==> config.mk <==
export PLATFORM = sky130hd
export DESIGN_NAME = fetch_stage
export DESIGN_NICKNAME = d
export VERILOG_FILES = /design/src/rtl/cpu_pkg.sv /design/src/rtl/fetch_stage.sv
export SDC_FILE = /design/constraint.sdc
export NUM_CORES = 1
export LEC_CHECK = 0
export BUFFER_PORTS_ARGS = -buffer_cell sky130_fd_sc_hd__buf_4
export CAP_MARGIN = 20
export CORE_ASPECT_RATIO = 1.4
export CORE_MARGIN = 4
export CORE_UTILIZATION = 50
export DETAILED_ROUTE_END_ITERATION = 10
export GPL_ROUTABILITY_DRIVEN = 1
export HOLD_SLACK_MARGIN = 0.03
export PLACE_DENSITY = 0.8
export SETUP_SLACK_MARGIN = 0.5
export SLEW_MARGIN = 20
export SYNTH_ARGS = -nofsm -noshare
export SYNTH_HDL_FRONTEND = slang
export SYNTH_SLANG_ARGS = --single-unit
export TNS_END_PERCENT = 30
==> constraint.sdc <==
create_clock -name clk -period 2.68 [get_ports clk]
set_input_delay 0.268 -clock clk [delete_from_list [all_inputs] [get_ports clk]]
set_output_delay 0.268 -clock clk [all_outputs]
set_load 0.01 [all_outputs]
==> src/rtl/cpu_pkg.sv <==
// -----------------------------------------------------------------------------
// cpu_pkg
// Shared definitions for the instruction fetch stage and its fetch-to-decode
// bus: the bus packet layout, the fetch FSM state encoding and address
// constants.
// -----------------------------------------------------------------------------
package cpu_pkg;

   // Byte stride between consecutive instructions.
   localparam int unsigned INSN_BYTES = 4;

   // Default PC loaded on reset (must be 4-byte aligned).
   localparam logic [31:0] RESET_PC_DEF = 32'h0000_0000;

   // Packet handed to decode; pc occupies the upper half of the flat bus.
   typedef struct packed {
      logic [31:0] pc;
      logic [31:0] insn;
   } FetchToDecodeBusPacket;

   typedef enum logic [1:0] {
      REQ   = 2'd0,
      WAIT  = 2'd1,
      SEND  = 2'd2,
      DRAIN = 2'd3
   } fetch_state_t;

endpackage

==> src/rtl/fetch_stage.sv <==
// -----------------------------------------------------------------------------
// fetch_stage
// Instruction fetch: holds the PC, issues one instruction-memory read at a
// time, captures the returned word and hands {pc, insn} to the one-slot
// fetch-to-decode mailbox. Redirects from later stages squash any in-flight
// or pending fetch.
//
// Ports
//   clk, reset_n        clock, synchronous active-low reset
//   mem_req_valid/addr  read request (address = current PC)
//   mem_req_ready       memory accepts the request this cycle
//   mem_resp_valid/data one-cycle response pulse with the instruction word
//   bus_is_busy         mailbox occupied
//   send_valid/pkt      one-cycle pulse; mailbox captures send_pkt {pc, insn}
//   redirect_valid/pc   redirect request; low two target bits are ignored
//   insn_count          packets sent so far (wraps)
// -----------------------------------------------------------------------------
module fetch_stage
   import cpu_pkg::*;
#(
   parameter int unsigned          ADDR_W   = 32,
   parameter int unsigned          INSN_W   = 32,
   parameter logic [ADDR_W-1:0]    RESET_PC = ADDR_W'(RESET_PC_DEF)
) (
   input  logic                       clk,
   input  logic                       reset_n,
   output logic                       mem_req_valid,
   output logic [ADDR_W-1:0]          mem_req_addr,
   input  logic                       mem_req_ready,
   input  logic                       mem_resp_valid,
   input  logic [INSN_W-1:0]          mem_resp_data,
   input  logic                       bus_is_busy,
   output logic                       send_valid,
   output logic [ADDR_W+INSN_W-1:0]   send_pkt,
   input  logic                       redirect_valid,
   input  logic [ADDR_W-1:0]          redirect_pc,
   output logic [31:0]                insn_count
);

   fetch_state_t                state_q, state_d;
   logic [ADDR_W-1:0]           pc_q, pc_d;
   logic [ADDR_W+INSN_W-1:0]    pkt_q, pkt_d;
   logic [31:0]                 count_q, count_d;
   logic [ADDR_W-1:0]           redirect_tgt;

   assign redirect_tgt = {redirect_pc[ADDR_W-1:2], 2'b00};

   // Next-state and output decode. The request side depends only on state;
   // the send pulse additionally honours the mailbox handshake and is killed
   // by a same-cycle redirect so a squashed packet never reaches decode.
   always_comb begin
      state_d       = state_q;
      pc_d          = pc_q;
      pkt_d         = pkt_q;
      count_d       = count_q;
      mem_req_valid = reset_n && (state_q == REQ);
      mem_req_addr  = pc_q;
      send_pkt      = pkt_q;
      send_valid    = reset_n && (state_q == SEND) && !bus_is_busy && !redirect_valid;

      unique case (state_q)
         REQ: begin
            if (redirect_valid) begin
               pc_d = redirect_tgt;
               // The old address may already have been accepted; its
               // response must be swallowed before re-issuing.
               state_d = mem_req_ready ? DRAIN : REQ;
            end else if (mem_req_ready) begin
               state_d = WAIT;
            end
         end
         WAIT: begin
            if (redirect_valid) begin
               pc_d    = redirect_tgt;
               state_d = mem_resp_valid ? REQ : DRAIN;
            end else if (mem_resp_valid) begin
               pkt_d   = {pc_q, mem_resp_data};
               state_d = SEND;
            end
         end
         SEND: begin
            if (redirect_valid) begin
               pc_d    = redirect_tgt;
               state_d = REQ;
            end else if (!bus_is_busy) begin
               pc_d    = pc_q + ADDR_W'(INSN_BYTES);
               count_d = count_q + 32'd1;
               state_d = REQ;
            end
         end
         DRAIN: begin
            // A redirect here only retargets the PC; the stale response is
            // still owed and ends the drain when it arrives.
            if (redirect_valid) pc_d = redirect_tgt;
            if (mem_resp_valid) state_d = REQ;
         end
         default: state_d = REQ;
      endcase
   end

   always_ff @(posedge clk) begin
      if (!reset_n) begin
         state_q <= REQ;
         pc_q    <= RESET_PC;
         pkt_q   <= '0;
         count_q <= '0;
      end else begin
         state_q <= state_d;
         pc_q    <= pc_d;
         pkt_q   <= pkt_d;
         count_q <= count_d;
      end
   end

   assign insn_count = count_q;

`ifndef SYNTHESIS
   // A response is only legal while a request is outstanding.
   always_ff @(posedge clk) begin
      if (reset_n && mem_resp_valid)
         assert (state_q == WAIT || state_q == DRAIN)
            else $error("fetch_stage: memory response with no outstanding request");
   end
`endif

endmodule

# Yosys cells after proc, flatten, opt, wreduce, memory -nomap -nowiden
# Index checks and enable logic that the tools add are counted.
# W data, S select, Z words.
# totals
register_bits,130
in_bits,70
output_inout_bits,130
word_cells,42
# op_classes
addsub,2
n_eq_ne,8
muxes,14
n_bitwise,2
n_reduce_logical,12
# ops
operator,n
$mux W32,3
$pmux W32 S2,1
$add A32 B1 Y32 const B,1
$add A32 B3 Y32 const B,1
$mux W2,9
$ne A3 B3 Y1 const B,3
$pmux W2 S4,1
$reduce_and A3 Y1,2
$eq A2 B2 Y1 const B,2
$logic_and A1 B1 Y1,4
$reduce_and A4 Y1,1
$reduce_or A3 Y1,1
$eq A2 B1 Y1 const B,1
$logic_not A1 Y1,2
$logic_not A2 Y1,1
$ne A2 B1 Y1 const B,1
$ne A2 B2 Y1 const B,1
$not A1 Y1,2
$reduce_and A2 Y1,1

# Depth between registers and ports, before layout
# Gate-level depths: netlist of run 1.
# depth
ltp_word,4
ltp_mapped,8

# Worst setup path before layout of run 1
# OpenSTA, ideal clock, no wires.
# synth_path
kind,reg2reg
start,register count_q[13] (netlist: insn_count[13])
end,register count_q[19] (netlist: insn_count[19])
arrival_ps,1887
required_time_ps,2610
slack_ps,723
path_stages_with_launch,7
path_buffers,2
period_less_slack_ps,1957
cell_sequence,dfxtp_1 -> nand4_4 -> or4_4 -> buf_6 -> buf_12 -> or3_1 -> a21boi_1
# synth_via
elab_chain_len,1
# synth_rtl
element,line_no,rtl
from (decl),fetch_stage.sv:43,"logic [31:0] count_q, count_d;"
from (signal assigned),fetch_stage.sv:111,count_q <= count_d;
$add A32 B1 Y32,fetch_stage.sv:87,count_d = count_q + 32'd1;
# No other way between the ends.
# A chain may end at the register's enable or synchronous reset.

# Worst setup path in the final report of run 1
# layout_path
start,register state_q[0]
end,output port send_valid
# layout_via
elab_chain_len,4
# layout_rtl
element,line_no,rtl
from (decl),fetch_stage.sv:40,"fetch_state_t state_q, state_d;"
from (signal assigned),fetch_stage.sv:108,state_q <= state_d;
$eq A2 B2 Y1,fetch_stage.sv:59,send_valid = reset_n && (state_q == SEND) && !bus_is_busy && !redirect_valid;
$logic_and A1 B1 Y1 (3 in series),fetch_stage.sv:59,
to (decl),fetch_stage.sv:33,"output logic send_valid,"
# No other way between the ends.

==> impl_metrics.tcl, run 1 <==
set metrics [dict create \
    num-nets-final 933 \
    numPortBuffers 193 \
    crit_buf_inv 2 \
    end_kind "primary output" \
    worstPathMaxFanout 17 \
    drt-initial-drc-count 270 \
    hold_viol 0 \
    clock_latency_ns 0.41 \
    postRouteAntennaNets 0 \
    synthArstFlopShare_pct 0 \
    cts_sinks 126 \
    slew_viol_final 0 \
    routed_wl_um 16710 \
    crit_required_ns 2.41 \
    grt_usage_pct 24.35 \
    core-area_um2 11400 \
    clock.fmax_mhz 453.5 \
    synth_area_per_cell_um2 8.509 \
    wire_per_inst_um 16.41 \
    leakage_nw 3.389 \
    hold_buffers 0 \
    grtUsageMet1_pct 27.48 \
    h-tree-depth 4 \
    routabilityCongestion 0.8265 \
    die-area_um2 13510 \
    status "completed" \
    grt_max_degree 76 \
    grt_pass1_wl_um 26690 \
    fin_crit_sh_pct 82.28 \
    drcViolationCount 0 \
    diodes 0 \
    rr_worst_depth 5 \
    hpwlAfterDp_um 11800 \
    grt_antenna_before_repair 0 \
    grt_overflow 0 \
    critPathArrivalTime_ns 1.94 \
    min_path_type "input port to register" \
    yosysSeqAreaShare_pct 43.15 \
    num_rows 46 \
    syn_area_um2 5846 \
    synth-edff-count 0 \
    cp_cell_sequence "nor4b_4 -> buf_4 -> and2_1 -> buf_4" \
    area_delta_synth_final_pct 36.99 \
    period_needed_ns 2.205 \
    rsz0062_at_grt "true" \
    synth-seq-cells 126 \
    drive_above_1_share_pct 31.35 \
    clkTransAtPathRegs_ns 0.06 \
    fillers 905 \
    grtUsageMet2_pct 42.38 \
    crit_type "register to primary output" \
    clk_path_buf_depth 2 \
    ys_warn_count 0 \
    critPathLaunchType "register" \
    crit_top_cell "buf_4" \
    die_h_um 135.9 \
    drv_cap 0 \
    final.setup.tns_ns 0 \
    yosys-top-cells-count "nand2_1 (153), dfxtp_1 (126), a21boi_0 (66)" \
    cts_buffers 17 \
    worst-path-stages 4 \
    synth_cells 687 \
    skew_ns 0.004360 \
    yosysMostFrequentCell "nand2_1" \
    firstDrtPassIters 4 \
    synth_top_area_share_pct 43.15 \
    ir_drop_v 0.0004283 \
    met3_usage_pct 7.752 \
    grt-busiest-layer "met2" \
    num_vias 5554 \
    grt_pass1_vias 5485 \
    synth.distinct_cells 56 \
    setup_violations 0 \
    worstMarginPinSlew_ns 0.6955 \
    cpMaxStageDelayCell "nor4b_4" \
    cp_slowest_stage_delay_ns 0.51 \
    register_area_um2 2525 \
    post-route-util_pct 70.27 \
    multiInputGateArea_um2 3060 \
    cp_top_family "simple AND/OR/NAND/NOR gates" \
    synth_flop_cell "dfxtp_1" \
    cts_tree "done" \
    initial_core_util_pct 51.30 \
    synth_area_leaders "dfxtp_1 (43%), nand2_1 (9.8%), a21boi_0 (8.5%)" \
    yosysTopAreaCell "dfxtp_1" \
    pwr_density_cell_nw_per_um2 606.2 \
    viasPerCell 5.456 \
    io_pins 200 \
    die_w_um 99.39 \
    root_buffer "clkbuf_16" \
    slew-limit-headroom_pct 53.46 \
    holdPathStages 2 \
]
==> state kept, by name, summed over array words and instances, names as in the netlist <==
| signal | count |
|---|---|
| insn_count | 32 |
| state_q | 2 |
| send_pkt | 62 |
| mem_req_addr | 30 |
==> layer usage <==
layer / routed length (um) / vias up
met2: 8597 / 186
met1: 6457 / 2634
met4: 460 / 0
li1: - / 2701
met3: 1190 / 33
met5: 0 / -
==> what timing repair did <==
action / 4_1_cts / 5_1_grt
gates resized for setup: 0 / 6
cloned: 0 / 0
endpoints found under the setup margin: 1 / 22
buffers inserted: 0 / 7
pin swaps: 0 / 1
==> worst paths after layout <==
path / start / endpoint / slack, ns
max: state_q[0]$_SDFFE_PN0P_ / send_valid / 0.47
min reg2reg: send_pkt[12]$_SDFFE_PN0P_ / send_pkt[12]$_SDFFE_PN0P_ / 0.46
max reg2reg: insn_count[10]$_SDFFE_PN0P_ / insn_count[19]$_SDFFE_PN0P_ / 0.55
min: redirect_pc[2] / mem_req_addr[2]$_SDFFE_PN0P_ / 0.08
==> power breakdown <==
| part | switching, mW | total (mW) | internal (mW) |
|---|---|---|---|
| clock network | 0.834 | 2.46 | 1.63 |
| logic | 0.194 | 0.399 | 0.206 |
| registers | 0.0682 | 1.99 | 1.93 |
==> cells in the final DEF, fill, tap and decap left out, types with 17 or more instances in the layout <==
cell type,n
buf_4,209
nand2_1,153
dfxtp_1,124
a21boi_0,66
and2_1,35
o21ai_0,28
a21oi_1,24
nand3_1,22
xor2_1,20
xnor2_1,17
clkbuf_16,17
==> metrics by stage <==
step / setup WS (ns) / std cells / instance area [um^2] / hold slack [ns] / power (mW)
floorplan: 0.7227 / 690 / 5857 / 0.4058 / 2.219
global placement: 0.5157 / 979 / 7300 / 0.4505 / 2.418
detailed placement: 0.4741 / 979 / 7300 / 0.4590 / 2.431
CTS: 0.4826 / 1011 / 7931 / 0.06878 / 4.888
global route: 0.3543 / 1018 / 8008 / 0.08252 / 5.017
finish: 0.4748 / 1018 / 8008 / 0.08427 / 4.854
==> logic make-up (layout without fill, tap and decap cells) <==
family | count (synthesis) | count (layout) | share of synthesized area [%]
other | 1 | 4 | 0.06415
AOI/OAI and AO/OA | 155 | 155 | 18.41
buffers and inverters | 68 | 252 | 5.158
DFF | 126 | 126 | 43.15
and+or+nand+nor | 298 | 298 | 27.25
xor gates and xnor gates | 37 | 37 | 5.544
adders and majority gates | 2 | 2 | 0.4280
==> layout make-up <==
class,count,area share [%]
clock buffers,21,5.875
clock inverters,11,2.016
inverters,11,0.5156
multi-input cells,496,38.22
flip-flops and latches,126,31.53
well taps,144,2.250
repair buffers,209,19.59
No activity file was read; power rests on OpenSTA's default activity.
==> run 2: changes to the inputs <==
Settings changed: CORE_UTILIZATION 50 to 46, PLACE_DENSITY 0.8 to 0.77.
Clock period 2.68 ns to 1.95 ns, I/O delays scaled along.
==> run 2 against run 1 <==
  * First-iteration DRC count increased by 50%
  * Count of clock-buffer cells in the layout stayed put
  * Worst hold slack worse by 0.039 ns
  * Register-to-register slack worse by 0.44 ns
  * Power up 31%
  * Combinational power grew 83%
  * Core utilization rose by 4.0 points
  * Via count grew 11%
  * Routed wire length rose by 22%
  * Worst setup slack got worse by 0.36 ns
  * Critical path type is now register to register
  * Critical endpoint is now insn_count[22]$_SDFFE_PN0P_
  * Highest routed layer unchanged
==> impl_metrics.tcl, run 2 (synthesis gave the netlist of run 1 again) <==
set metrics [dict create \
    final_common_cell "buf_4" \
    grt_antenna_before_repair 0 \
    layout_common_cells "buf_4 (253), nand2_1 (149), dfxtp_1 (92)" \
    seqPwrFrac_pct 42.9 \
    cts_tree "done" \
    grt_usage_pct 24.98 \
    io_pins 200 \
    firstDrtPassIters 5 \
    combinationalPowerShare_pct 11.5 \
    cts_sinks 126 \
    skew_ns 0.007362 \
    initial_core_util_pct 47.25 \
    register_area_um2 2610 \
    p_sw_mw 1.571 \
    multiInputGateArea_um2 3407 \
    numPortBuffers 193 \
    cts_buffers 17 \
    num_vias 6178 \
    diodes 0 \
    power_frac_clock_pct 45.6 \
    regToRegSetupSlack_ns 0.11 \
    hpwlAfterDp_um 12260 \
    rsz0062_at_grt "true" \
    grt_overflow 0 \
    clock_latency_ns 0.41 \
    drv_cap 0 \
    ir_drop_v 0.0005598 \
    routabilityCongestion 0.8799 \
    postRouteAntennaNets 0 \
    placedCellCount 1005 \
    worstMarginPinSlew_ns 0.5373 \
    p_sw_share_pct 24.75 \
    setup_violations 0 \
    leakage_nw 4.136 \
    clkTransAtPathRegs_ns 0.06 \
    instances_no_fill 1100 \
    status "completed" \
    die_w_um 103.3 \
    hold_viol 0 \
    pwr_density_cell_nw_per_um2 690.5 \
    critPathLaunchType "register" \
    min_path_type "input port to register" \
    crit_type "register to register" \
    num-nets-final 1009 \
    fillers 841 \
    cp-startpoint "insn_count[8]$_SDFFE_PN0P_" \
    area_delta_synth_final_pct 57.21 \
    slew-limit-headroom_pct 64.18 \
    drcViolationCount 0 \
    fin_crit_sh_pct 94.35 \
    h-tree-depth 4 \
    root_buffer "clkbuf_16" \
    drt-initial-drc-count 404 \
    slew_viol_final 0 \
    r2r-start "insn_count[8]$_SDFFE_PN0P_" \
    core-area_um2 12370 \
    grt_max_degree 63 \
    final.setup.tns_ns 0 \
    p_int_mw 4.775 \
    drive_above_1_share_pct 44.63 \
    crit_required_ns 2.30 \
    die_h_um 141.4 \
    period_needed_ns 1.840 \
    end_kind "register" \
    viasPerCell 5.616 \
    largest_reg_flops 62 \
    clk_path_buf_depth 2 \
    num_rows 48 \
    wire_per_inst_um 18.48 \
    min_from "mem_resp_data[25]" \
    routed_wl_um 20330 \
    grt_pass1_vias 6032 \
    grt_pass1_wl_um 29250 \
    die-area_um2 14600 \
    clock.fmax_mhz 543.5 \
    worstPathMaxFanout 6 \
    critPathArrivalTime_ns 2.19 \
]
run 2: timing repair:
action                     in CTS  in global routing
setup endpoints to repair     117                119
cloned                          1                  9
hold endpoints to repair        1                  0
pin swaps                      29                 29
setup buffers                  38                 14
hold buffers                    1                  0
resized for setup              69                 46
run 2: worst paths after layout:
path | endpoint | depth (start not counted)
max | insn_count[22]$_SDFFE_PN0P_ | 6
min | send_pkt[25]$_SDFFE_PN0P_ | 3
max reg2reg | insn_count[22]$_SDFFE_PN0P_ | 6
min reg2reg | send_pkt[27]$_SDFFE_PN0P_ | 2
run 2: layout make-up:
class	count	share of cell area, %
Sequential cell	126	28.40
Clock buffer	21	4.792
Inverter	11	0.4493
Multi-Input combinational cell	497	37.07
Timing Repair Buffer	284	26.21
Tap cell	150	2.042
Clock inverter	11	1.035
run 2: per-layer routing:
layer | part of all wire [%] | track usage [%] | up-vias
met2 | 53 | 45.38 | 283
met4 | 2.8 | 8.731 | 0
met3 | 7.6 | 6.296 | 46
met5 | 0 | 0 | -
met1 | 36 | 27.55 | 2987
li1 | - | - | 2862
run 2: stage by stage:
| stage | hold slack [ns] | utilization [%] | power [mW] | instance area, um^2 | worst slack [ns] |
|---|---|---|---|---|---|
| 2_1_floorplan | 0.3321 | - | 3.069 | 6126 | 0.1301 |
| 3_3_place_gp | 0.4201 | 62.08 | 3.357 | 7680 | 0.08168 |
| 3_5_place_dp | 0.4253 | 62.08 | 3.376 | 7680 | 0.05525 |
| 4_1_cts | 0.03452 | 70.89 | 6.301 | 8771 | 0.1324 |
| 5_1_grt | 0.04365 | 74.28 | 6.568 | 9190 | 0.04649 |
| 6_report | 0.04506 | 74.28 | 6.345 | 9190 | 0.1102 |
run 2: critical path: stages, from the launching register on:
cell       delay (ns)
dfxtp_4          0.36
nand4_4          0.11
or4_4            0.64
clkbuf_16        0.21
nor3_4           0.13
xor2_1           0.19
and2_1           0.15
run 2: power groups by stage:
| stage | combinational (mW) | sequential (mW) | clock [mW] |
|---|---|---|---|
| 4_1_cts | 0.659 | 2.72 | 2.92 |
| 3_5_place_dp | 0.590 | 2.79 | 0 |
| 5_1_grt | 0.783 | 2.73 | 3.05 |
| 3_3_place_gp | 0.575 | 2.78 | 0 |
| 2_1_floorplan | 0.271 | 2.80 | 0 |
| 6_report | 0.729 | 2.72 | 2.89 |
